## src/rtl/fetch_dec_ctrl_if.sv

```systemverilog
// Bundle hand-off bus between the fetch packer/redirect logic and decode.
// master = fetch/decode environment, slave = fetch_dec_ctrl.
interface fetch_dec_ctrl_if;
  logic        fetch_vld;
  logic [63:0] pc_in;
  logic [63:0] inst_in;
  logic [63:0] recv_pc_in;
  logic [3:0]  pred_in;
  logic        dec_stall;
  logic        flush;
  logic [15:0] flush_pc;

  logic        start;
  logic        fetch_stall;
  logic        dec_vld;
  logic [63:0] dec_pc;
  logic [63:0] dec_inst;
  logic [63:0] dec_recv_pc;
  logic [3:0]  dec_pred;
  logic        redirect_vld;
  logic [15:0] redirect_pc;

  modport master (
    output fetch_vld, pc_in, inst_in, recv_pc_in, pred_in, dec_stall, flush, flush_pc,
    input  start, fetch_stall, dec_vld, dec_pc, dec_inst, dec_recv_pc, dec_pred,
           redirect_vld, redirect_pc
  );

  modport slave (
    input  fetch_vld, pc_in, inst_in, recv_pc_in, pred_in, dec_stall, flush, flush_pc,
    output start, fetch_stall, dec_vld, dec_pc, dec_inst, dec_recv_pc, dec_pred,
           redirect_vld, redirect_pc
  );
endinterface

```

## src/rtl/fetch_dec_ctrl.sv

```systemverilog
// Fetch-to-decode hand-off: 2-entry bundle buffer, post-reset start window,
// and flush/redirect sequencing on mispredict recovery.
module fetch_dec_ctrl #(
  parameter int START_CYCLES  = 3,
  parameter int FLUSH_BUBBLES = 2
) (
  input  logic             clk,
  input  logic             rst_n,
  fetch_dec_ctrl_if.slave  bus
);

  localparam logic [1:0] S_START = 2'd0;
  localparam logic [1:0] S_RUN   = 2'd1;
  localparam logic [1:0] S_FLUSH = 2'd2;

  logic [1:0]   state_q, state_d;
  logic [3:0]   cnt_q, cnt_d;
  logic [1:0]   count_q, count_d;
  logic         wr_ptr_q, wr_ptr_d;
  logic         rd_ptr_q, rd_ptr_d;
  logic         redirect_vld_q, redirect_vld_d;
  logic [15:0]  redirect_pc_q, redirect_pc_d;
  logic [195:0] mem_q [2];

  logic         push, pop;
  logic         fetch_stall, dec_vld;
  logic [195:0] head;

  // Stall depends only on registered state so it never combinationally follows dec_stall.
  assign fetch_stall = (state_q != S_RUN) || (count_q == 2'd2);
  assign dec_vld     = (count_q != 2'd0);
  assign head        = mem_q[rd_ptr_q];

  always_comb begin
    state_d        = state_q;
    cnt_d          = cnt_q;
    count_d        = count_q;
    wr_ptr_d       = wr_ptr_q;
    rd_ptr_d       = rd_ptr_q;
    redirect_vld_d = 1'b0;
    redirect_pc_d  = redirect_pc_q;
    push           = 1'b0;
    pop            = 1'b0;

    if (state_q != S_START && bus.flush) begin
      state_d        = S_FLUSH;
      cnt_d          = 4'(FLUSH_BUBBLES);
      count_d        = 2'd0;
      wr_ptr_d       = 1'b0;
      rd_ptr_d       = 1'b0;
      redirect_vld_d = 1'b1;
      redirect_pc_d  = bus.flush_pc;
    end else begin
      case (state_q)
        S_START, S_FLUSH: begin
          cnt_d = cnt_q - 4'd1;
          if (cnt_q == 4'd1) state_d = S_RUN;
        end
        S_RUN: begin
          push = bus.fetch_vld && !fetch_stall;
          pop  = dec_vld && !bus.dec_stall;
          if (push) wr_ptr_d = ~wr_ptr_q;
          if (pop)  rd_ptr_d = ~rd_ptr_q;
          count_d = count_q + {1'b0, push} - {1'b0, pop};
        end
        default: state_d = S_START;
      endcase
    end
  end

  always_ff @(posedge clk or negedge rst_n) begin
    if (!rst_n) begin
      state_q        <= S_START;
      cnt_q          <= 4'(START_CYCLES);
      count_q        <= 2'd0;
      wr_ptr_q       <= 1'b0;
      rd_ptr_q       <= 1'b0;
      redirect_vld_q <= 1'b0;
      redirect_pc_q  <= 16'd0;
    end else begin
      state_q        <= state_d;
      cnt_q          <= cnt_d;
      count_q        <= count_d;
      wr_ptr_q       <= wr_ptr_d;
      rd_ptr_q       <= rd_ptr_d;
      redirect_vld_q <= redirect_vld_d;
      redirect_pc_q  <= redirect_pc_d;
    end
  end

  // Storage needs no reset: every read is gated by count_q.
  always_ff @(posedge clk) begin
    if (push) mem_q[wr_ptr_q] <= {bus.pc_in, bus.inst_in, bus.recv_pc_in, bus.pred_in};
  end

  assign bus.start        = (state_q == S_START);
  assign bus.fetch_stall  = fetch_stall;
  assign bus.dec_vld      = dec_vld;
  assign bus.dec_pc       = dec_vld ? head[195:132] : 64'd0;
  assign bus.dec_inst     = dec_vld ? head[131:68]  : 64'd0;
  assign bus.dec_recv_pc  = dec_vld ? head[67:4]    : 64'd0;
  assign bus.dec_pred     = dec_vld ? head[3:0]     : 4'd0;
  assign bus.redirect_vld = redirect_vld_q;
  assign bus.redirect_pc  = redirect_pc_q;

endmodule

```

## src/flat_wrapper.sv

```systemverilog
// flat-port wrapper written by rule: the top's interface ports become plain ports
module fetch_dec_ctrl_flat 
#(
  parameter int START_CYCLES  = 3,
  parameter int FLUSH_BUBBLES = 2
)
  (clk, rst_n, bus_fetch_vld, bus_pc_in, bus_inst_in, bus_recv_pc_in, bus_pred_in, bus_dec_stall, bus_flush, bus_flush_pc, bus_start, bus_fetch_stall, bus_dec_vld, bus_dec_pc, bus_dec_inst, bus_dec_recv_pc, bus_dec_pred, bus_redirect_vld, bus_redirect_pc);
  fetch_dec_ctrl_if bus_i ();
  input  logic clk;
  input  logic rst_n;
  input wire logic [$bits(bus_i.fetch_vld)-1:0] bus_fetch_vld;
  input wire logic [$bits(bus_i.pc_in)-1:0] bus_pc_in;
  input wire logic [$bits(bus_i.inst_in)-1:0] bus_inst_in;
  input wire logic [$bits(bus_i.recv_pc_in)-1:0] bus_recv_pc_in;
  input wire logic [$bits(bus_i.pred_in)-1:0] bus_pred_in;
  input wire logic [$bits(bus_i.dec_stall)-1:0] bus_dec_stall;
  input wire logic [$bits(bus_i.flush)-1:0] bus_flush;
  input wire logic [$bits(bus_i.flush_pc)-1:0] bus_flush_pc;
  output wire logic [$bits(bus_i.start)-1:0] bus_start;
  output wire logic [$bits(bus_i.fetch_stall)-1:0] bus_fetch_stall;
  output wire logic [$bits(bus_i.dec_vld)-1:0] bus_dec_vld;
  output wire logic [$bits(bus_i.dec_pc)-1:0] bus_dec_pc;
  output wire logic [$bits(bus_i.dec_inst)-1:0] bus_dec_inst;
  output wire logic [$bits(bus_i.dec_recv_pc)-1:0] bus_dec_recv_pc;
  output wire logic [$bits(bus_i.dec_pred)-1:0] bus_dec_pred;
  output wire logic [$bits(bus_i.redirect_vld)-1:0] bus_redirect_vld;
  output wire logic [$bits(bus_i.redirect_pc)-1:0] bus_redirect_pc;
  assign bus_i.fetch_vld = bus_fetch_vld;
  assign bus_i.pc_in = bus_pc_in;
  assign bus_i.inst_in = bus_inst_in;
  assign bus_i.recv_pc_in = bus_recv_pc_in;
  assign bus_i.pred_in = bus_pred_in;
  assign bus_i.dec_stall = bus_dec_stall;
  assign bus_i.flush = bus_flush;
  assign bus_i.flush_pc = bus_flush_pc;
  assign bus_start = bus_i.start;
  assign bus_fetch_stall = bus_i.fetch_stall;
  assign bus_dec_vld = bus_i.dec_vld;
  assign bus_dec_pc = bus_i.dec_pc;
  assign bus_dec_inst = bus_i.dec_inst;
  assign bus_dec_recv_pc = bus_i.dec_recv_pc;
  assign bus_dec_pred = bus_i.dec_pred;
  assign bus_redirect_vld = bus_i.redirect_vld;
  assign bus_redirect_pc = bus_i.redirect_pc;
  fetch_dec_ctrl #(.START_CYCLES(START_CYCLES), .FLUSH_BUBBLES(FLUSH_BUBBLES)) u_core (.clk(clk), .rst_n(rst_n), .bus(bus_i));
endmodule
```

## config.mk

```make
export PLATFORM = sky130hd
export DESIGN_NAME = fetch_dec_ctrl_flat
export DESIGN_NICKNAME = d
export VERILOG_FILES = /design/src/rtl/fetch_dec_ctrl_if.sv /design/src/rtl/fetch_dec_ctrl.sv /design/src/flat_wrapper.sv
export SDC_FILE = /design/constraint.sdc
export NUM_CORES = 1
export LEC_CHECK = 0
export CORE_ASPECT_RATIO = 0.5
export CORE_MARGIN = 2
export CORE_UTILIZATION = 45
export DETAILED_ROUTE_END_ITERATION = 6
export PLACE_DENSITY = 0.76
export RECOVER_POWER = 100
export SYNTH_ARGS = -nofsm -noshare
export SYNTH_HDL_FRONTEND = slang
export SYNTH_SLANG_ARGS = --single-unit
```

## constraint.sdc

```tcl
create_clock -name clk -period 11.1 [get_ports clk]
set_input_delay 3.33 -clock clk [delete_from_list [all_inputs] [get_ports clk]]
set_output_delay 3.33 -clock clk [all_outputs]
set_load 0.02 [all_outputs]
```

=== Word-level counts from Yosys, hierarchy flattened ===
Memory sizes are Yosys's and may differ from the RTL's.
Cells that the tools add are included.

* Add/subtract/negate cells: 3
* Eq/ne operators: 7
* Multiplexer cells: 22
* Bitwise logic cells: 2
* Reduce and logical (&&, ||, !) cells: 17

{| class="wikitable"
|+ Operators by type and width
! cell !! number
|-
| 64-bit 2-to-1 mux || 3
|-
| 4-bit 2-to-1 mux || 3
|-
| 2-bit nonzero test || 6
|-
| 1-bit 2-to-1 mux || 11
|-
| 2-bit 2-to-1 mux || 4
|-
| 2-bit AND reduction || 3
|-
| 2-bit equality test, second input constant || 2
|-
| 4-bit by 1-bit equality test with 1-bit output, second input constant || 1
|-
| 2-bit by 1-bit != test with 1-bit output, second input constant || 2
|-
| 2-bit one-hot mux with 2 select lines || 1
|-
| 4-bit by 1-bit subtractor with 4-bit output, second input constant || 1
|-
| 1-bit logical AND || 3
|-
| 3-bit by 1-bit != test with 1-bit output, second input constant || 1
|-
| 2-bit by 1-bit adder with 2-bit output || 1
|-
| 2-bit by 1-bit equality test with 1-bit output, second input constant || 1
|-
| 1-bit zero test || 2
|-
| 2-bit zero test || 1
|-
| 1-bit inverter || 2
|-
| 2-bit OR reduction || 1
|-
| 2-bit by 1-bit subtractor with 2-bit output || 1
|-
| 1-bit logical OR || 1
|}

* Bits in registers: 27
* Memory bits (writable): 392
* Input port bits: 217
* Output and inout port bits: 216
* Word-level logic and storage cells: 59
* Memories kept: 1

{| class="wikitable"
|+ Memories
! memory !! words !! bits a word !! read ports !! clocked after Yosys merged registers in !! wr ports !! line !! text
|-
| u_core.mem_q || 2 || 196 || 1 || 0 || 1 || fetch_dec_ctrl.sv:23 || <nowiki>logic [195:0] mem_q [2];</nowiki>
|}

=== Depth between registers and ports, before layout ===
Gate-level depths: netlist (run 1).

* Depth in word-level cells: 8
* Mapped depth: 11
* Mapped depth without buffers: 8

=== Worst setup path before layout (run 1) ===
No wires, ideal clock.

* Path type: in2reg
* From: input port bus_flush
* To: memory u_core.mem_q[0][0] (enable)
* Setup time: 0.755 ns
* Arrival time: 11.802 ns
* Data required time: 10.345 ns
* Setup slack: -1.457 ns
* Stages on the path: 4
* Buffers on the path: 1
* Path through: o21ai_2 > buf_6 > nand4_1 > nor2_1

* Word-level cells in the longest chain between the ends: 4

{| class="wikitable"
|+ Ends and longest elaborated chain
! what !! line !! text
|-
| start, declared || flat_wrapper.sv:17 || <nowiki>input wire logic [$bits(bus_i.flush)-1:0] bus_flush;</nowiki>
|-
| 1-bit logical AND || fetch_dec_ctrl.sv:45 || <nowiki>if (state_q != S_START && bus.flush) begin</nowiki>
|-
| 1-bit 2-to-1 mux || fetch_dec_ctrl.sv:45 ||
|-
| 1-bit 2-to-1 mux || fetch_dec_ctrl.sv:93 || <nowiki>if (push) mem_q[wr_ptr_q] <= {bus.pc_in, bus.inst_in, bus.recv_pc_in, bus.pred_in};</nowiki>
|-
| 1-bit 2-to-1 mux (not written as such) || fetch_dec_ctrl.sv:93 ||
|-
| end, declared || fetch_dec_ctrl.sv:23 ||
|}

No other way between the ends.

=== Final worst setup path (run 1) ===
* From: input port bus_flush
* To: memory u_core.mem_q[0][34] (enable)

Same word-level chain as after synthesis.

==> flow_summary.ini, run 1 <==
[detailed_routing]
postRouteAntennaNets = 0
drtPass1Iterations = 5
drcViolationCount = 0
drt-initial-drc-count = 645
routed_wl_um = 38400
detail_route.wl_per_cell_um = 20.4
vias_per_cell = 4.95
vias = 9329

[logic_synthesis]
ys_seq_area_share_pct = 77.3
synth_largest_area_cell = edfxtp_1
synthFlopType = edfxtp_1
synth-async-reset-ratio_pct = 6.44
synth_fp_nets = 1152
yosysUniqueCellTypes = 36
yosysWarnings = 0
synth_top_area_share_pct = 73.1
synth_area_um2 = 16100
synth-seq-cells = 419
yosysMostFrequentCell = edfxtp_1
netlist_instances = 931
synth_area_per_cell_um2 = 17.3
synth-edff-count = 392
synth.top_cells.by_count = edfxtp_1, nor2_1, mux2i_1
synthTopCellsByArea = edfxtp_1, mux2i_1, nor2_1, dfrtp_1, buf_6

[sta]
relSlewSlack_pct = -126
maxSlewViolCount = 245
setup_viol = 0
rsz0062_at_grt = false
timing.final.hold_violations = 0
fin_crit_sh_pct = 78.4
clock_skew_ps = 11.3
timing.final.crit_period_ps = 8700
tightest_slew_ps = 3380
tns_ps = 0
postLayoutSetupSlackWorst_ps = 2400
fmaxAchievable_ghz = 0.115

[cts]
clockRootBuffer = clkbuf_16
cts_buffers = 39
clock_latency_ps = 530
holdBufCountCts = 0
cts_setup_buffers = 0
cts_max_level = 2
clk_pin_slew_ps = 70
cts_tree = done
cts-resized-gates = 0
cts_buffer_depth = 3
cts.sink_count = 419

[critical_path]
startpoint = bus_flush
ff2ff_path_depth = 4
required_ps = 11170
cp_data_arrival_time_ps = 8770
crit_type = input pin to register
r2r_slack_ps = 4180
rr_endpoint = u_core.mem_q[0][34]
crit_fanout = 106
crit_path_end_kind = register
cp-start-kind = input pin
crit-reg2reg-launch = u_core.state_q[0]
crit_end = u_core.mem_q[0][34]

[floorplanning]
rows = 48
core_region_area_um2 = 34800
ios = 433
die_w_um = 272
dieArea_um2 = 37400
die_h_um = 138
initial_utilization_pct = 46.2

[layout]
final_util_pct = 62.9
final_layout_size_suffix_gt1_share_pct = 4.67
num-nets-final = 1586
regArea_um2 = 12500
fillCellCount = 2508
area_growth_pct = 36.1
multi_input_area_um2 = 3220

[global_routing]
grt_max_degree = 150
gr-total-overflow = 0
grt_pass1_vias = 9666
antenna_found_initial = 17
grt_use_total_pct = 19.6
grt_pass1_wl_um = 55800

[power_and_ir_drop]
p_leak_nw = 7.49
ir_drop_mv = 0.167
p_per_area_nw_per_um2 = 232

[worst_hold_path]
hp-class = register to register

[placement]
portBuffers = 432
place_ws_ps = 4310
dp_hpwl_um = 25900
gp_congestion = 0.843

[job]
drv_cap = 5

[outcome]
violations = capacitance limit, slew limit
status = finished with violations
[power breakdown]
group / internal [mW] / leakage, nW / switching [mW]
Combinational: 0.794 / 3.06 / 1.09
Clock: 0.718 / 0.581 / 0.554
Sequential: 1.84 / 3.85 / 0.0859
Total: 3.35 / 7.49 / 1.73
[layout make-up]
cell class,instances,share of cell area (%)
Timing Repair Buffer,441,20.1
Inverter,8,0.137
Multi-Input combinational cell,456,14.7
Sequential cell,419,56.8
Clock inverter,18,0.599
Tap cell,475,2.71
Clock buffer,49,4.82
Antenna cell,17,0.194
[cells by family after synthesis]
kind of cell	Yosys count	share of synthesized area [%]
AO/OA/AOI/OAI	12	0.552
buffers and inverters	56	2.73
flip-flops	419	77.3
adder cells (fa/ha/maj)	4	0.311
multiplexers	212	13.3
XOR/XNOR	4	0.218
AND/OR/NAND/NOR	224	5.58
[worst min path at each step]
stage                     depth (start not counted)                  startpoint                          to
final                                             1   u_core.bus.redirect_pc[9]   u_core.bus.redirect_pc[9]
after global routing                              1  u_core.bus.redirect_pc[12]  u_core.bus.redirect_pc[12]
after CTS                                         1   u_core.bus.redirect_pc[9]   u_core.bus.redirect_pc[9]
after detailed placement                          1  u_core.bus.redirect_pc[15]  u_core.bus.redirect_pc[15]
after global placement                            1   u_core.bus.redirect_pc[9]   u_core.bus.redirect_pc[9]
after floorplan                                   2             u_core.cnt_q[1]             u_core.cnt_q[1]
[state kept, by name, summed over array words and instances, names as in the netlist]
signal	flops
u_core.bus.redirect_vld	1
u_core.mem_q	392
u_core.cnt_q	4
u_core.wr_ptr_q	1
u_core.state_q	2
u_core.bus.redirect_pc	16
u_core.rd_ptr_q	1
u_core.count_q	2
[metrics by stage]
step	hold slack, ps	area [µm²]	power [mW]	cells
after floorplan	491	16100	3.12	931
after global placement	474	20700	3.95	1799
after detailed placement	484	20700	3.98	1799
after CTS	496	21900	5.26	1866
after global routing	515	21900	5.29	1880
final	488	21900	5.08	1883
[cell usage in the layout (no fill, tap or decap), types with 2 or more instances in the layout]
master,instances
edfxtp_1,392
dlygate4sd3_1,377
nor2_1,204
mux2i_1,196
clkdlybuf4s50_1,55
clkbuf_16,41
dfrtp_1,24
diode_2,17
mux2_1,16
clkinv_1,10
clkbuf_1,9
inv_1,7
clkinv_2,6
buf_4,6
o21ai_0,4
nand2b_1,4
nand2_1,4
ha_1,4
xnor2_1,3
and3_1,2
and2b_1,2
bufinv_16,2
dfstp_2,2
[routing by layer]
metal	wire, µm	GRT usage (%)
met1	14200	21.9
met4	1170	8.67
met2	21600	36.8
met5	30	0
met3	1330	3.94
[worst max-delay path: stages]
cell and delay [ps]:
dlygate4sd3_1 600, o21ai_0 1020, nand4_1 520, nor2_4 1020, clkbuf_2 2200
Note: power is estimated with default switching activity, not from simulation.
==> run 2, diff against run 1 <==
- clock period: 11.1 -> 8.2 ns (I/O delays scaled with it)
==> run 2 against run 1 <==
The flow still finishes with violations (capacitance limit, slew limit). Final area rose by 0.56%. Largest power group unchanged. Utilization rose by 0.35 points. Combinational power rose by 34%. Register-to-register slack got worse by 1200 ps.
==> flow_summary.ini, run 2 (synthesis gave the netlist of run 1 again) <==
[power_and_ir_drop]
p_per_area_nw_per_um2 = 316
ir_drop_mv = 0.251
fin_total_pwr_mw = 6.96
p_leak_nw = 7.61

[placement]
place_inst = 1799
gp_congestion = 0.826
dp_hpwl_um = 26200
portBuffers = 432
place_ws_ps = 2800
placed_area_um2 = 20800

[critical_path]
crit-reg2reg-launch = u_core.state_q[0]
cp_data_arrival_time_ps = 6190
required_ps = 8310
cp-start-kind = input pin
max_stage_delay_ps = 1330
cpMaxStageDelayCell = clkbuf_1
crit_path_end_kind = register
critPathBufInv = 2
ff2ff_path_depth = 4
rr_endpoint = u_core.mem_q[0][114]
crit_type = input pin to register
crit_fanout = 30
cp_cell_sequence = dlygate4sd3_1, o21ai_0, nand4_1, nor2_1, clkbuf_1
crit_family = buffers and inverters
r2r_slack_ps = 3030

[worst_hold_path]
hp-class = register to register
min_from = u_core.bus.redirect_pc[15]
holdPathEnd = u_core.bus.redirect_pc[15]
min_path_cells = 1

[cts]
clockRootBuffer = clkbuf_16
cts_setup_buffers = 0
cts_buffer_depth = 3
cts-resized-gates = 0
clock_latency_ps = 530
cts.sink_count = 419
holdBufCountCts = 0
cts_buffers = 39
cts_tree = done
cts_max_level = 2
clk_pin_slew_ps = 60

[global_routing]
gr-total-overflow = 0
antenna_found_initial = 15
grt_max_degree = 156
grt_pass1_vias = 9778
grt_use_total_pct = 19.8
grt_pass1_wl_um = 55800

[layout]
multi_input_area_um2 = 3220
mostFrequentLayoutCells = dlygate4sd3_1, edfxtp_1, nor2_1
regMostFlops = u_core.mem_q
layout_commonest_cell = dlygate4sd3_1
area_growth_pct = 36.9
stdcell_area_um2 = 22000
regArea_um2 = 12500
final_layout_size_suffix_gt1_share_pct = 5.09
layoutNonFillerInstCount = 1885
largest_reg_flops = 392
final_util_pct = 63.3
fillCellCount = 2532
num-nets-final = 1586

[sta]
timing.final.crit_period_ps = 6080
relSlewSlack_pct = -86.8
postLayoutSetupSlackWorst_ps = 2120
timing.final.hold_violations = 0
fmaxAchievable_ghz = 0.164
rsz0062_at_grt = false
fin_crit_sh_pct = 74.2
whs_ps = 493
maxSlewViolCount = 141
tightest_slew_ps = 2770
clock_skew_ps = 9.60
tns_ps = 0
setup_viol = 0

[detailed_routing]
routed_wl_um = 38900
drt-initial-drc-count = 565
vias = 9273
drtPass1Iterations = 7
drcViolationCount = 0
vias_per_cell = 4.92
detail_route.wl_per_cell_um = 20.6
postRouteAntennaNets = 0

[outcome]
violations = capacitance limit, slew limit
status = finished with violations

[floorplanning]
die_w_um = 272
ios = 433
dieArea_um2 = 37400
rows = 48
core_region_area_um2 = 34800
die_h_um = 138
initial_utilization_pct = 46.2

[job]
drv_cap = 4
run 2: worst max path at each step:
stage / startpoint / end / slack [ps] / cells after the start
floorplan: bus_flush / u_core.mem_q[1][0] / 410 / 3
global placement: bus_flush / u_core.mem_q[1][145] / 2910 / 4
detailed placement: bus_flush / u_core.mem_q[1][142] / 2800 / 4
CTS: u_core.count_q[1] / bus_dec_pc[14] / 2330 / 4
global route: bus_flush / u_core.mem_q[0][114] / 1760 / 5
finish: bus_flush / u_core.mem_q[0][114] / 2120 / 5
run 2: routing by layer:
| layer | track usage (%) | part of all wire [%] | up-vias |
|---|---|---|---|
| li1 | - | - | 4325 |
| met1 | 22.1 | 37 | 4687 |
| met2 | 37.6 | 57 | 186 |
| met3 | 3.66 | 3.1 | 73 |
| met4 | 8.33 | 2.9 | 2 |
| met5 | 0 | 0.041 | - |
run 2: final cells by class:
class	count	area share, %
multi-input cells	456	14.6
clock inverters	15	0.800
inverters	8	0.136
diodes	15	0.170
repair buffers	441	20.1
well taps	475	2.70
clock buffers	56	5.00
flip-flops and latches	419	56.5
run 2: power by group:
group / internal (mW) / total [mW] / switching, mW
sequential: 2.48 / 2.61 / 0.128
clock: 1.07 / 1.83 / 0.768
combinational: 1.05 / 2.51 / 1.47
run 2: worst reg2reg max path: cells and delay by family (launching register included):
family          cells  cell delay, ps
buf+inv             1            1330
simple gates        2             750
compound gates      1            2130
flops               1             520
